**src/rtl/sync_pla_pkg.sv**
```systemverilog
// Shared constants for the synchronous PLA engine: plane selects and programming-address width.
// The address width grows by one row when PLA_OUT_INV_EN adds the output-inversion register.
package sync_pla_pkg;

    localparam logic PLANE_AND = 1'b0;
    localparam logic PLANE_OR  = 1'b1;

    function automatic int pla_addr_w(input int n_terms, input int n_out);
        int rows;
        rows = (n_terms > n_out) ? n_terms : n_out;
`ifdef PLA_OUT_INV_EN
        // The inversion register lives at OR address n_out, so it must be addressable.
        if (n_out + 1 > rows) rows = n_out + 1;
`endif
        return (rows > 1) ? $clog2(rows) : 1;
    endfunction

endpackage

```
**src/rtl/pla_and_row.sv**
```systemverilog
// One AND-plane row: loadable care mask and compare value, plus the combinational match.
module pla_and_row #(
    parameter int N_IN = 7
) (
    input  logic            clk,
    input  logic            rst,
    input  logic            we,
    input  logic [N_IN-1:0] care_in,
    input  logic [N_IN-1:0] val_in,
    input  logic [N_IN-1:0] data,
    output logic            hit
);

    logic [N_IN-1:0] care_q, care_d;
    logic [N_IN-1:0] val_q,  val_d;

    // NOTE: every always_comb output gets a default first, so no path can infer a latch.
    always_comb begin
        care_d = care_q;
        val_d  = val_q;
        if (we) begin
            care_d = care_in;
            val_d  = val_in;
        end
    end

    // NOTE: sequential state uses non-blocking assignments only, so all flops sample together.
    always_ff @(posedge clk) begin
        if (rst) begin
            care_q <= '0;
            val_q  <= '0;
        end else begin
            care_q <= care_d;
            val_q  <= val_d;
        end
    end

    // Unmasked bits must equal the compare value; a fully masked row always matches.
    assign hit = &(~care_q | ~(data ^ val_q));

endmodule

```
**src/rtl/sync_pla_engine.sv**
```systemverilog
// Run-time programmable PLA with a 2-stage valid/ready pipeline (AND terms, then OR plane).
// Optional macro PLA_OUT_INV_EN adds a per-output inversion register at OR address N_OUT.
module sync_pla_engine
    import sync_pla_pkg::*;
#(
    parameter  int N_IN    = 7,
    parameter  int N_TERMS = 8,
    parameter  int N_OUT   = 3,
    localparam int ADDR_W  = pla_addr_w(N_TERMS, N_OUT)
) (
    input  logic               clk,
    input  logic               rst,
    input  logic               prog_we,
    input  logic               prog_plane,
    input  logic [ADDR_W-1:0]  prog_addr,
    input  logic [N_IN-1:0]    prog_care,
    input  logic [N_IN-1:0]    prog_val,
    input  logic [N_TERMS-1:0] prog_or,
    input  logic               in_valid,
    output logic               in_ready,
    input  logic [N_IN-1:0]    in_data,
    output logic               out_valid,
    input  logic               out_ready,
    output logic [N_OUT-1:0]   out_data,
    output logic [N_TERMS-1:0] term_hit
);

    logic [N_TERMS-1:0] term_vec;

    for (genvar t = 0; t < N_TERMS; t++) begin : g_and_row
        pla_and_row #(.N_IN(N_IN)) u_row (
            .clk     (clk),
            .rst     (rst),
            .we      (prog_we && (prog_plane == PLANE_AND) && (prog_addr == ADDR_W'(t))),
            .care_in (prog_care),
            .val_in  (prog_val),
            .data    (in_data),
            .hit     (term_vec[t])
        );
    end

    logic [N_OUT-1:0][N_TERMS-1:0] or_mask_q, or_mask_d;
    logic [N_OUT-1:0]              inv_q;
    logic [N_OUT-1:0]              or_result;

    // Addresses that match no row fall through untouched, which ignores out-of-range writes.
    always_comb begin
        or_mask_d = or_mask_q;
        if (prog_we && (prog_plane == PLANE_OR)) begin
            for (int j = 0; j < N_OUT; j++) begin
                if (prog_addr == ADDR_W'(j)) or_mask_d[j] = prog_or;
            end
        end
    end

`ifdef PLA_OUT_INV_EN
    logic [N_OUT-1:0] inv_d;

    always_comb begin
        inv_d = inv_q;
        if (prog_we && (prog_plane == PLANE_OR) && (prog_addr == ADDR_W'(N_OUT)))
            inv_d = prog_or[N_OUT-1:0];
    end

    always_ff @(posedge clk) begin
        if (rst) inv_q <= '0;
        else     inv_q <= inv_d;
    end
`else
    assign inv_q = '0;
`endif

    // NOTE: the personality storage is reset because unprogrammed rows must read as empty.
    always_ff @(posedge clk) begin
        if (rst) or_mask_q <= '0;
        else     or_mask_q <= or_mask_d;
    end

    logic               v1_q, v1_d;
    logic [N_TERMS-1:0] term1_q, term1_d;
    logic               v2_q, v2_d;
    logic [N_OUT-1:0]   out2_q, out2_d;
    logic [N_TERMS-1:0] hit2_q, hit2_d;
    logic               stage2_adv;

    always_comb begin
        for (int j = 0; j < N_OUT; j++) begin
            or_result[j] = (|(term1_q & or_mask_q[j])) ^ inv_q[j];
        end
    end

    // Both stages depend only on registered state and out_ready, never on in_valid.
    always_comb begin
        stage2_adv = !v2_q || out_ready;
        in_ready   = !v1_q || stage2_adv;

        v1_d    = v1_q;
        term1_d = term1_q;
        if (in_ready) begin
            v1_d = in_valid;
            if (in_valid) term1_d = term_vec;
        end

        v2_d   = v2_q;
        out2_d = out2_q;
        hit2_d = hit2_q;
        if (stage2_adv) begin
            v2_d = v1_q;
            if (v1_q) begin
                out2_d = or_result;
                hit2_d = term1_q;
            end
        end
    end

    always_ff @(posedge clk) begin
        if (rst) begin
            v1_q    <= 1'b0;
            term1_q <= '0;
            v2_q    <= 1'b0;
            out2_q  <= '0;
            hit2_q  <= '0;
        end else begin
            v1_q    <= v1_d;
            term1_q <= term1_d;
            v2_q    <= v2_d;
            out2_q  <= out2_d;
            hit2_q  <= hit2_d;
        end
    end

    assign out_valid = v2_q;
    assign out_data  = out2_q;
    assign term_hit  = hit2_q;

endmodule

```
**config.mk**
```make
export PLATFORM = sky130hd
export DESIGN_NAME = sync_pla_engine
export DESIGN_NICKNAME = d
export VERILOG_FILES = /design/src/rtl/sync_pla_pkg.sv /design/src/rtl/pla_and_row.sv /design/src/rtl/sync_pla_engine.sv
export SDC_FILE = /design/constraint.sdc
export NUM_CORES = 1
export LEC_CHECK = 0
export BUFFER_PORTS_ARGS = -buffer_cell sky130_fd_sc_hd__buf_2
export CAP_MARGIN = 20
export CORE_AREA = 2 2 187 97
export CTS_BUF_LIST = sky130_fd_sc_hd__clkbuf_4 sky130_fd_sc_hd__clkbuf_8
export DETAILED_ROUTE_END_ITERATION = 10
export DIE_AREA = 0 0 189 99
export PLACE_DENSITY = 0.6
export SYNTH_ARGS = -nofsm -noshare
export SYNTH_HDL_FRONTEND = slang
export SYNTH_SLANG_ARGS = --single-unit
```
**constraint.sdc**
```tcl
create_clock -name clk -period 1.8 [get_ports clk]
set_input_delay 0.54 -clock clk [delete_from_list [all_inputs] [get_ports clk]]
set_output_delay 0.54 -clock clk [all_outputs]
set_load 0.02 [all_outputs]
```
-- Yosys cells after proc, flatten, opt, wreduce, memory -nomap -nowiden
Cells that the tools add are included.
- memory bits (writable): 0
- bits in registers: 157
- word-level logic and storage cells: 98
- latch bits: 0
- input bits: 38
- memories: 0
- bits in read-only memories: 0
- add/subtract/negate cells: 0
- shift-type cells: 0
- bitwise logic cells: 36
- mux-type cells: 0
- reduce and logical (&&, ||, !) cells: 31
- eq/ne operators: 7
- $mul: 0
- div/mod/pow operators: 0
- magnitude comparators: 0
- operators with widths (kind ; count):
    $not A7 Y7 ; 16
    $or A7 B7 Y7 ; 8
    $reduce_and A7 Y1 ; 8
    $xor A7 B7 Y7 ; 8
    $and A8 B8 Y8 ; 3
    $reduce_or A8 Y1 ; 3
    $eq A3 B3 Y1 const B ; 4
    $logic_and A1 B1 Y1 ; 10
    $reduce_and A2 Y1 ; 5
    $eq A3 B2 Y1 const B ; 2
    $eq A3 B1 Y1 const B ; 1
    $logic_not A3 Y1 ; 1
    $logic_not A1 Y1 ; 2
    $logic_or A1 B1 Y1 ; 2
    $not A1 Y1 ; 1

-- Logic depth before layout (Yosys ltp)
Gate-level depths: netlist of the first run.
- depth after elaboration: 4
- depth in mapped cells: 7
- gate-level depth less buffers: 4

-- Cells and area by module
A second synthesis of the first run with hierarchy kept.
- cells, all modules: 678
- area total of the unflattened synthesis: 6556.3 um^2
- by module, submodules not included (module ; cells an instance ; area an instance (um^2) ; instances ; seq. area each (um^2)):
    pla_and_row ; 56 ; 581.8 ; 8 ; 280.3
    sync_pla_engine ; 230 ; 1901.8 ; 1 ; 900.9

-- Worst setup path after synthesis of the first run
No wires, ideal clock.
- kind: input -> register
- start point: in prog_addr[0]
- end point: reg g_and_row[2].u_row.care_q[2]
- path buffers: 3
- library setup time: 0.128 ns
- path slack: 0.205 ns
- arrival time: 1.468 ns
- stages on the path: 7
- path through: buf_4 -> nand2b_4 -> nand2b_1 -> buf_2 -> buf_6 -> mux2i_1 -> nor2_1
- longest elaborated chain between the ends: 2
- ends and longest elaborated chain (item ; line ; text):
    start, declared ; sync_pla_engine.sv:15 ; input logic [ADDR_W-1:0] prog_addr,
    $eq A3 B2 Y1 ; sync_pla_engine.sv:34 ; .we (prog_we && (prog_plane == PLANE_AND) && (prog_addr == ADDR_W'(t))),
    $logic_and A1 B1 Y1 ; sync_pla_engine.sv:34 ;
    end signal, assigned ; pla_and_row.sv:33 ; care_q <= care_d;
    end, declared ; pla_and_row.sv:14 ; logic [N_IN-1:0] care_q, care_d;
Every way passes these cells.
A chain may end at the register's enable or synchronous reset.

-- Worst setup path in the final report of the first run
- start point: reg v1_q
- end point: out in_ready
- longest elaborated chain between the ends: 2
- ends and longest elaborated chain (item ; line ; text):
    start, declared ; sync_pla_engine.sv:79 ; logic v1_q, v1_d;
    start signal, assigned ; sync_pla_engine.sv:124 ; v1_q <= v1_d;
    $logic_not A1 Y1 ; sync_pla_engine.sv:95 ; in_ready = !v1_q || stage2_adv;
    $logic_or A1 B1 Y1 ; sync_pla_engine.sv:95 ;
    end, declared ; sync_pla_engine.sv:20 ; output logic in_ready,
Every way passes these cells.

==> run summary, run 1 <==
The run finished with clean final reports. No sink is reached through more buffers than the 2 on the longest clock path. Summing all placed instances gives a cell area of 7401 µm². The area fraction in compound gates after synthesis is 17.45%, and the worst endpoint data arrival time is 1.16 ns. The die covers 18710 µm². Post-CTS repair changed the size of 0 cells. The area of the core was 17060 µm². After clock tree synthesis, the flow added hold-fix buffers numbering 0.

In the global route stage, met2 resource usage came out at 26.82%. The first detailed-routing pass ran for 8 iterations. In this run, the number of DRC markers left after iteration 0 of detailed routing was 502. The global placement routability congestion was 0.8238; the clock network latency to the later pin of the worst-skew pair was 0.46 ns. In the synthesized netlist, mux cells make up 7.645% of the area. For the number of fillers in the final layout, the log shows 1709.

The run gives 0 as the post-CTS setup repair buffer count. The net count of the finished layout is 851. Dividing the detail-routed via count by the number of cells gives 5.206. TritonCTS built the clock tree.

The repair_antennas step left the layout with diodes totalling 0. The initial antenna violation count came out at 0. The combined area of all synthesized cells was 6546 µm². The tools report the effective utilization at floorplan as 38.37%.

For the residual DRC count, the log shows 0. The critical path is of the flip-flop to output pin type. The tools report the via count of the first global-routing pass as 5007.

Based on the critical path, the design can be clocked at up to 588.1 MHz. The remaining global-route overflow was 0; the die extent in x was 189 µm. The number of nets in the synthesized netlist is 795.

The critical path starts at v1_q. For the CTS sink count, the log shows 157. After Yosys synthesis, XOR and XNOR cells account for 7.492% of the synthesized area. For the number of buffers added by the clock tree synthesis step, the log shows 17. For met1 alone, demand over resource in global routing was 35.37%. The run gives 0 as the count of warnings emitted by yosys. The initialized floorplan defines 34 standard-cell rows. The worst setup path is captured at an output pin. The logs give 0.01339 ns for the setup clock skew after layout and 0 for the remaining number of nets flagged by the antenna check after routing. A synthesized cell averages 8.648 µm². Global routing consumed, on the met3 layer, 5.057% of the routing resources.

The top cell types in the final layout, fill and taps aside, are 157 x dfxtp_1, 142 x nand2_1, 104 x a21oi_1, 58 x o21ai_0, 56 x xor2_1. The count of pins over their slew limit was 0. Setup repair after global routing left no endpoint under its margin. Of the total synthesized cell area, the portion taken by full adders, half adders and majority gates is 0%.

The number of different library cells used by synthesis comes to 31. For the setup-violating endpoint count in the final report, the log shows 0. Total routing resource utilization after global routing: 21.50%.

The slowest stage of the critical path belongs to the cell dfxtp_1. The via count was 5508. The total count of hold-check failures in the final report is 0. The tools report the clock root buffer as clkbuf_8.

Dividing the detail-routed wire length by the instance count gives 18.51 µm. The largest driver fanout on the critical path works out to 4. Counting every instance in the synthesized netlist gives 757. Max-cap violations in this run came to 0.

Counting I/O delays and the setup requirement, the final critical path takes 1.700 ns. STA classifies the critical path startpoint as a flip-flop. After routing the design area is 7849 µm².

The share of cells above drive strength 1 is 17.23%. The largest single stage delay on the critical path is 0.36 ns. Most common cell after layout, fill and taps aside: dfxtp_1.

The run gives 0 ns as the total negative setup slack. The overall routed net length is 19.59 mm. The tools report the relative max-transition margin as 69.22%. The number of flip-flops and latches in the synthesized netlist was 157. Entering global routing, the biggest net connects 33 pins.

For this design the static power due to leakage is 3.225 nW. The die span in y came out at 99 µm. Traced cell by cell, the critical path runs through nand3b_1 > buf_2. The worst hold path belongs to the class input port to flip-flop.

The worst hold path begins at in_valid. Once layout is complete, the utilization of the core stands at 46.01%. Startpoint of the lowest-slack register-to-register path: g_and_row[1].u_row.val_q[6]. Dividing the final minimum period by the clock period gives 94.46%.

The maximum resistive drop on vdd came out at 436.5 µV. By area, the combinational part of the netlist is dominated by compound AO/OA/AOI/OAI gates. The basic-gate share of the synthesized area counting and, or, nand and nor cells is 14.68%. For the pin with the worst max-slew slack, the measured transition is 0.4617 ns. The logs give 30.26 mm for the first-pass GRT wire length and 48.01% for the share of the yosys chip area belonging to registers. Pin placement for this block handled 51 I/O pins. The clock-pin slew of the registers on the worst-case setup and hold paths came out at 0.08 ns. The area overhead of the layout relative to synthesis works out to 19.90%. After global routing, the most crowded layer is met1. The required time of the critical path was 1.26 ns; the number of buffer cells added on primary ports was 50. The logs give 4 for the number of H-tree levels and 13.85 mm for the placed wire-length estimate.

The power density normalized to cell area works out to 922.4 nW/µm².
-- sequential cells by signal, summed over array words and instances (netlist names) --
signal and cells:
term1_q 8, term_hit 8, v1_q 1, out_data 3, out_valid 1, g_and_row.u_row.care_q 56
or_mask_q 24, g_and_row.u_row.val_q 56
-- critical path, delay by kind of cell (launching register included) --
family	cells	cell delay, ns
buffers and inverters	1	0.20
flip-flops	1	0.36
AND/OR/NAND/NOR	1	0.15
-- where the power goes --
part / internal, mW / switching, mW / leakage [nW] / total [mW]
Sequential: 3.54 / 0.0604 / 1.27 / 3.60
Combinational: 0.231 / 0.394 / 1.73 / 0.625
Clock: 1.69 / 1.33 / 0.221 / 3.02
Total: 5.45 / 1.78 / 3.22 / 7.24
-- worst paths after layout --
path / slack, ns / endpoint / depth (start not counted)
worst max-delay path: 0.1 / in_ready / 2
worst min-delay path: 0.34 / v1_q / 3
worst max register to register: 0.36 / term1_q[1] / 4
worst min register to register: 0.46 / term_hit[7] / 2
-- cell type report --
cell class                 count  area [µm²]  share of cell area (%)
sequential                   157        3143                   40.04
multi-input combinational    532        3094                   39.42
timing repair buffer         103       863.3                   11.00
tap                          234       292.8                   3.730
clock buffer                  19       255.2                   3.252
clock inverter                11       192.7                   2.455
inverter                       2       7.507                 0.09565
-- routing by layer --
layer  up-vias  wire length (µm)
met5         -                 0
met4         0               125
met3        14              1847
met2       197              7268
met1      2615             10350
li1       2682                 -
-- cell usage after synthesis --
| library cell | count | share of area, % |
|---|---|---|
| dfxtp_1 | 157 | 48 |
| o21ai_0 | 58 | 4.4 |
| and2_1 | 1 | 0.096 |
| nor3b_4 | 1 | 0.29 |
| a22oi_1 | 16 | 1.8 |
| clkbuf_1 | 45 | 2.6 |
| a22o_1 | 6 | 0.80 |
| buf_4 | 6 | 0.69 |
| nand3b_2 | 1 | 0.17 |
| buf_6 | 2 | 0.34 |
| a222oi_1 | 8 | 1.2 |
| nand2b_1 | 3 | 0.29 |
| and2_0 | 2 | 0.19 |
| nand2b_4 | 1 | 0.21 |
| buf_2 | 13 | 0.99 |
| a221oi_1 | 6 | 0.80 |
| nand3b_1 | 3 | 0.34 |
| nor2_2 | 3 | 0.29 |
| or3_1 | 1 | 0.096 |
| nand4_1 | 8 | 0.76 |
| inv_1 | 2 | 0.11 |
| nor3_4 | 1 | 0.25 |
| nand2_1 | 142 | 8.1 |
| or2b_2 | 1 | 0.13 |
| and3_1 | 1 | 0.096 |
| mux2i_1 | 50 | 7.6 |
| nor2_1 | 55 | 3.2 |
| xor2_1 | 56 | 7.5 |
| a21oi_1 | 104 | 8.0 |
| a311oi_1 | 3 | 0.40 |
| nor2_4 | 1 | 0.17 |
-- kinds of logic (layout without fill, tap and decap cells) --
| kind of cell | count (synthesis) | count (layout) |
|---|---|---|
| flops | 157 | 157 |
| buf+inv | 68 | 135 |
| compound gates | 201 | 201 |
| simple gates | 225 | 225 |
| mux | 50 | 50 |
| xor+xnor | 56 | 56 |
-- metrics by stage --
stage                     hold WS, ns  instances  setup WS (ns)  total power, mW
final                          0.3362       1058        0.09970            7.240
after global routing           0.3407       1058       0.008422            7.483
after CTS                      0.3056       1058        0.06849            7.293
after detailed placement       0.4465       1028       -0.01261            4.293
after global placement         0.4415       1028        0.02375            4.293
after floorplan                0.4357        757         0.2046            3.989
Power figures use the tool's default switching activity.
==> inputs of run 2 (changes only) <==
- CORE_AREA: 2 2 187 97 -> 3 3 188 98
- CTS_BUF_LIST: sky130_fd_sc_hd__clkbuf_4 sky130_fd_sc_hd__clkbuf_8 -> sky130_fd_sc_hd__clkbuf_2 sky130_fd_sc_hd__clkbuf_4 sky130_fd_sc_hd__clkbuf_8
- DIE_AREA: 0 0 189 99 -> 0 0 191 101
==> run 2 against run 1 <==
Sequential share of layout area is 0.85 points higher. Die area is 3.1% higher. Maximum frequency is 2.5% higher. Critical path depth stayed put. Register-to-register slack better by 0.06 ns. Clock power is 7.3% lower. Flip-flop and latch count stayed put. Sequential power hardly changed. Total power is 3.6% lower. Clock-buffer cell count stayed put. Utilization is 0.96 points lower. Critical path type unchanged. Critical endpoint unchanged.
==> run summary, run 2 (synthesis gave the netlist of run 1 again) <==
The endpoint identified for the worst register-to-register timing path is term1_q[1]. Setup violations remaining at the end of the flow were counted as 0. Setup repair after global routing left no endpoint under its margin. The clock drives 157 sinks. Clock-pin slew of the registers on the worst-case setup and hold paths: 0.10 ns.

The first element of the critical path is v1_q. Counting tap cells, the placed design contains a total of 1024 instances. The share of total power dissipated in the clock network is 40.1%.

The setup clock skew after layout was 0.01919 ns; the post-CTS setup repair buffer count was 0. The die is 101 µm tall. The class of the tightest hold or removal check is input port to flip-flop. For this design the total switching power over the nets is 1.830 mW. The final route contains 5510 vias. The tools report the number of max-capacitance violations reported as 0.

The tools report the number of nets in the final layout as 847. STA classifies the critical path startpoint as a flip-flop. Once the floorplan was initialized, standard cells occupied 38.37% of the core. Detailed placement finished with a half-perimeter wire length of 13.64 mm.

The I/O pin count was 51. Type of element capturing the critical path: an output pin. STA puts the critical path data required time at 1.26 ns. The first global-routing pass estimated 30.17 mm of wire. In the layout the commonest cells are 157 x dfxtp_1, 142 x nand2_1, 104 x a21oi_1, 58 x o21ai_0, 56 x xor2_1.

After clock tree synthesis, the flow added hold-fix buffers numbering 0. The area overhead of the layout relative to synthesis was 17.39%; the number of buffers added by the clock tree synthesis step was 17. The run gives 4 as the number of H-tree levels. The path depth of the worst reg2reg path is 5. The run gives 0 as the remaining number of nets flagged by the antenna check after routing. The tools report the pin count of the biggest net entering global routing as 77.

The share of cells above drive strength 1 is 16.93%. The combinational share of power was 8.4%. In this run the tool buffered the top-level ports with 50 buffer cells. Excluding fillers, the count of instances in the completed layout stands at 1055. In the final layout, the registers with the most flip-flops are g_and_row.u_row.care_q x56, g_and_row.u_row.val_q x56, or_mask_q x24.

The startpoint of the lowest-slack register-to-register path was g_and_row[1].u_row.val_q[6]. The run gives 6.982 mW as the power after layout. The area of the core came out at 17060 µm².

Using the TritonRoute via totals, the vias-per-cell ratio works out to 5.223. TritonCTS built the clock tree. Summed over all failing endpoints, the final setup total negative slack is 0 ns.

Overall routed net length: 19.46 mm. The initial antenna violation count was 0. Of all nets on the critical path, the largest fanout is 4. The run finished with clean final reports.

The startpoint-to-endpoint class of the critical path was flip-flop to output pin. The signal on the critical path passes through nand3b_1 > buf_2. STA puts the critical path data arrival time at 1.12 ns. The setup check on the worst reg-to-reg path leaves a slack of 0.42 ns. For the finished layout, the period the worst path requires is 1.659 ns. In this run the deepest clock path goes through 2 buffers. The run gives 5068 as the via count of the first global-routing pass. Static timing analysis puts the maximum clock frequency at 602.8 MHz. The leakage power was 3.143 nW; the total count of hold-check failures in the final report was 0. The full die area is 19290 µm².

The logs give 0 for the count of pins over their slew limit and 0 for the total of cells resized after clock tree synthesis. The average wire length per cell after detail routing is 18.44 µm. The largest incremental delay on the critical path works out to 0.38 ns. Dividing total power by cell area gives a power density of 908.5 nW/µm².

Detailed-router iteration count before antenna repair: 6. The worst hold path was traced through 3 stages. The residual DRC count was 0; the starting DRC count in detailed routing was 621. The floorplan step set the die width to 191 µm.

The total internal power was 5.152 mW; the sequential power share was 51.5%. Row generation in the floorplan step produced 34 rows. The antenna cell count is 0.

Clock root buffer: clkbuf_8. At the pin with the least slew margin, the transition time is 0.4369 ns. Clock latency on the worst-skew pair, taken at its later pin, is 0.45 ns. After layout, the worst path uses 92.16% of the clock period. The switching power as a share of total power was 26.21%. In this run the worst setup path terminates at in_ready. Leaving out fill and tap cells, the most frequent cell in the layout is dfxtp_1.

For this design, the slowest cell found on the critical path is dfxtp_1. Across the VDD grid, the largest voltage drop is 518.7 µV. The relative max-transition margin was 70.88%. The congestion estimate from routability-driven global placement came to 0.8719.

In the global route stage, overall resource usage came out at 20.77%. Core utilization of the finished layout: 45.05%. After global routing the overflow that remains totals 0.
[run 2: cell type report]
type,count,area [µm²]
clock buffers,19,249.0
clock inverters,12,165.2
fillers,1679,9374
inverters,2,7.507
multi-input cells,532,3094
flip-flops and latches,157,3143
well taps,234,292.8
repair buffers,99,733.2
[run 2: routing by layer]
| metal | track usage, % | up-vias | share of wire (%) |
|---|---|---|---|
| met5 | 0 | - | 0 |
| met4 | 4.113 | 0 | 0.60 |
| met3 | 4.446 | 11 | 8.5 |
| met2 | 25.87 | 193 | 37 |
| met1 | 34.89 | 2619 | 54 |
| li1 | - | 2687 | - |
[run 2: critical path: cells and delay by family, from the launching register on]
family / cells / cell delay [ns]
simple gates: 1 / 0.13
flops: 1 / 0.38
buf+inv: 1 / 0.18
[run 2: through the flow]
step,hold slack [ns],setup WS [ns],cell area (µm²)
finish,0.3418,0.1411,7685
global route,0.3386,0.04784,7685
CTS,0.3168,0.09835,7685
detailed placement,0.4474,0.02707,7271
global placement,0.4425,0.01820,7271
floorplan,0.4357,0.2046,6546
[run 2: worst min path at each step]
stage | start | end
2_1_floorplan | g_and_row[0].u_row.care_q[4] | g_and_row[0].u_row.care_q[4]
3_3_place_gp | term_hit[1] | term_hit[1]
3_5_place_dp | term_hit[5] | term_hit[5]
4_1_cts | prog_or[1] | or_mask_q[9]
5_1_grt | prog_or[6] | or_mask_q[14]
6_report | prog_or[1] | or_mask_q[9]
[run 2: power by group through the flow]
stage	logic, mW	clock network (mW)	registers, mW
finish	0.585	2.80	3.60
global route	0.634	3.00	3.60
CTS	0.580	2.84	3.59
detailed placement	0.578	0	3.68
global placement	0.576	0	3.68
floorplan	0.321	0	3.67
==> inputs of run 3 (changes only) <==
- ABC_AREA: default -> 1
- CORE_AREA: 3 3 188 98 -> 3 3 189 99
- DIE_AREA: 0 0 191 101 -> 0 0 192 102
==> run 3 against run 2 <==
Die area increased by 1.5%. Cell count increased by 21%. Flip-flop and latch count unchanged. Via count increased by 15%. Design area about the same. Global-route usage decreased by 0.47 points. Critical endpoint unchanged. Area after synthesis increased by 1.9%. Largest cell class unchanged. Maximum frequency decreased by 1.6%.
==> run summary, run 3 <==
The startpoint-to-endpoint class of the critical path is flip-flop to output pin. Worst endpoint data arrival time: 1.15 ns. The number of nets in the final layout was 1070. TritonCTS built the clock tree. Port buffering added 50 buffers. After Yosys synthesis, and, or, nand and nor cells account for 28.25% of the synthesized area. The cell area that synthesis handed to floorplanning was 6670 µm². After synthesis, the largest family of logic cells by area is simple AND/OR/NAND/NOR gates. Leaving out fill and tap cells, the most frequent cells in the layout are 194 x nor2_1, 191 x nand2_1, 157 x dfxtp_1, 124 x o21ai_0, 81 x inv_1.

In this run switching power makes up 27.71% of total power. In this run the power spent charging and discharging nets is 1.827 mW. For the global placement routability congestion, the log shows 0.8339.

The first global-routing pass estimated 30.68 mm of wire. In this run the mean area of a mapped cell was 6.926 µm². Clock latency on the worst-skew pair, taken at its later pin, is 0.45 ns. The H-tree was split into 4 levels.

The class of the tightest hold or removal check was input port to flip-flop. Synthesis produced a netlist whose cell count is 963. After Yosys synthesis, XOR and XNOR cells account for 0% of the synthesized area. Clock tree synthesis found a total of 157 sinks. Element type at the critical path start: a flip-flop. Power spread over the standard cell area amounts to 857.8 nW/µm². The run gives 5790 as the via count of the first global-routing pass. The largest registers in the layout are g_and_row.u_row.care_q x56, g_and_row.u_row.val_q x56, or_mask_q x24. The clock network is responsible for 35.0% of the overall power. The largest driver fanout on the critical path is 3, and the average wire length per cell after detail routing is 15.08 µm. The largest area contributor in the synthesized netlist was dfxtp_1. The finished layout holds 1277 standard cells, fillers aside. The synthesized netlist devotes 16.41% of its cell area to compound gates. For this run, the top clock speed supported by timing is 592.9 MHz. The final critical path takes up 93.70% of the cycle.

Entering global routing, the biggest net connects 49 pins. At the pin with the least slew margin, the transition time is 0.4322 ns. Hold repair after CTS inserted 0 buffers.

Setup violations remaining at the end of the flow were counted as 0. The prevailing post-synth register cell is dfxtp_1. In this run, post-CTS repair resized a total of 0 instances. For this design the static power due to leakage is 3.284 nW. The floorplan step set the die height to 102 µm.

The via count was 6353. The floorplan has 34 rows. The tools report the total negative setup slack as 0 ns. For this run the aggregate overflow at the end of global routing stands at 0. The type of element capturing the critical path is an output pin.

The placed wire-length estimate was 13.43 mm. The floorplan step defined a core boundary enclosing 17140 µm². The adder-cell share of the synthesized area works out to 0%.

The required time of the critical path is 1.26 ns, and the number of max-capacitance violations reported is 0. The relative max-transition margin was 71.14%. Once routing completed, OpenROAD measured the worst setup slack at 0.1134 ns. Multiplexer cells account for 0% of the synthesized area. The commonest cells after synthesis are 194 x nor2_1, 191 x nand2_1, 157 x dfxtp_1.

The internal power of the cells totals 4.766 mW. The starting DRC count in detailed routing is 510. Among all cell types in the netlist, the one instantiated most often is nor2_1. The signal on the critical path passes through nand3_1 > buf_2.

Using the TritonRoute via totals, the vias-per-cell ratio works out to 4.975. The share of synthesized registers carrying an async set or reset was 0%; the sequential power share was 55.3%. The run finished with clean final reports. The share of cells above drive strength 1 is 13.14%. The share of the yosys chip area belonging to registers came out at 47.12%. Remaining number of nets flagged by the antenna check after routing: 0.

The tree is rooted in a clkbuf_8. From left edge to right edge, the die measures 192 µm. The run gives 38.91% as the effective utilization at floorplan. The number of enable flip-flop cells after synthesis is 0. The number of buffers added by the clock tree synthesis step is 17. The clock period could shrink to 1.687 ns. The most common cell after layout, fill and taps aside is nor2_1. In this run, placement finished with an instance count of 1247.

The clock arrives with 0.01529 ns of skew. Clock-pin slew was measured on the worst setup and hold paths at 0.09 ns. The total routing resource utilization after global routing was 20.30%. Wires add up to 19.26 mm. The tools report the count of pins over their slew limit as 0. After synthesis, the cell types taking the most area are dfxtp_1 47%, nor2_1 11%, nand2_1 11%. Setup repair after global routing left no endpoint under its margin. The count of warnings emitted by yosys was 0.

In this run the count of I/O pins placed on the die edge is 51. The count of cell types in the netlist was 21; the number of buffers on the longest clock path was 2. The library cell contributing the largest single delay on the critical path was dfxtp_1. The number of nets in the synthesized netlist is 1001. Combinational logic burns 9.7% of the power. The tools report the residual DRC count as 0.

For the detailed-router iteration count before antenna repair, the log shows 6. The full die area came out at 19580 µm². In this run the biggest area consumer among cell types represents 47.12% of the synthesized area. The number of flip-flops and latches in the synthesized netlist came out at 157. In this run the post-CTS setup repair buffer count came out at 0.

The initial antenna violation count came out at 0. Compared with the post-synthesis result, the final layout area differs by 15.23%. The antenna cell count is 0. The largest incremental delay on the critical path works out to 0.35 ns. The tools report the maximum resistive drop on vdd as 427.2 µV. The tools report the worst setup timing slack at the placement stage as 0.02590 ns. The run gives 0 as the total count of hold-check failures in the final report.
## run 3: changes by cell type in the layout (fill, tap and decap cells not counted), moves of 8 or more
| cell | delta |
|---|---|
| a21oi_1 | -35 |
| a222oi_1 | -8 |
| a22oi_1 | -16 |
| inv_1 | +79 |
| mux2i_1 | -50 |
| nand2_1 | +49 |
| nand3_1 | +58 |
| nor2_1 | +139 |
| o21ai_0 | +66 |
| o21ai_1 | +24 |
| xor2_1 | -56 |
## run 3: worst max-delay path: cells and delay by family, from the launching register on
| family | cells | cell delay (ns) |
|---|---|---|
| buffers and inverters | 1 | 0.20 |
| DFF | 1 | 0.35 |
| and+or+nand+nor | 1 | 0.15 |
## run 3: worst paths after layout
path	startpoint	to	slack, ns	depth (start not counted)
worst max-delay path	out_valid	in_ready	0.11	2
worst min-delay path	prog_or[7]	or_mask_q[15]	0.36	3
worst max register to register	out_valid	term1_q[1]	0.48	7
worst min register to register	g_and_row[4].u_row.val_q[0]	g_and_row[4].u_row.val_q[0]	0.47	2
## run 3: final cells by class
cell class,instances,area (µm²)
Inverter,87,326.6
Clock buffer,19,255.2
Multi-Input combinational cell,677,2979
Clock inverter,11,73.82
Timing Repair Buffer,92,615.6
Tap cell,234,292.8
Fill cell,1765,9458
Sequential cell,157,3143
## run 3: logic make-up after synthesis
group,Yosys count
and+or+nand+nor,459
AOI/OAI and AO/OA,218
DFF,157
buffers and inverters,129
## run 3: power by group through the flow
stage	clock (mW)	sequential, mW	combinational, mW
after global routing	2.52	3.65	0.717
final	2.31	3.64	0.642
after floorplan	0	3.72	0.345
after global placement	0	3.72	0.629
after detailed placement	0	3.72	0.640
after CTS	2.35	3.64	0.641
## run 3: per-layer routing
layer  share of wire, %  global-route usage [%]
met1                 51                   29.06
met3                4.2                   3.016
met5                  0                       0
met2                 44                   31.80
met4                1.4                   6.376
## run 3: stage by stage
| stage | total power [mW] | hold slack, ns | util (%) | cell area, µm² |
|---|---|---|---|---|
| 2_1_floorplan | 4.067 | 0.4244 | - | 6670 |
| 3_3_place_gp | 4.350 | 0.4469 | 42.91 | 7357 |
| 3_5_place_dp | 4.363 | 0.4482 | 42.91 | 7357 |
| 4_1_cts | 6.634 | 0.3426 | 44.83 | 7686 |
| 5_1_grt | 6.889 | 0.3644 | 44.83 | 7686 |
| 6_report | 6.593 | 0.3616 | 44.83 | 7686 |
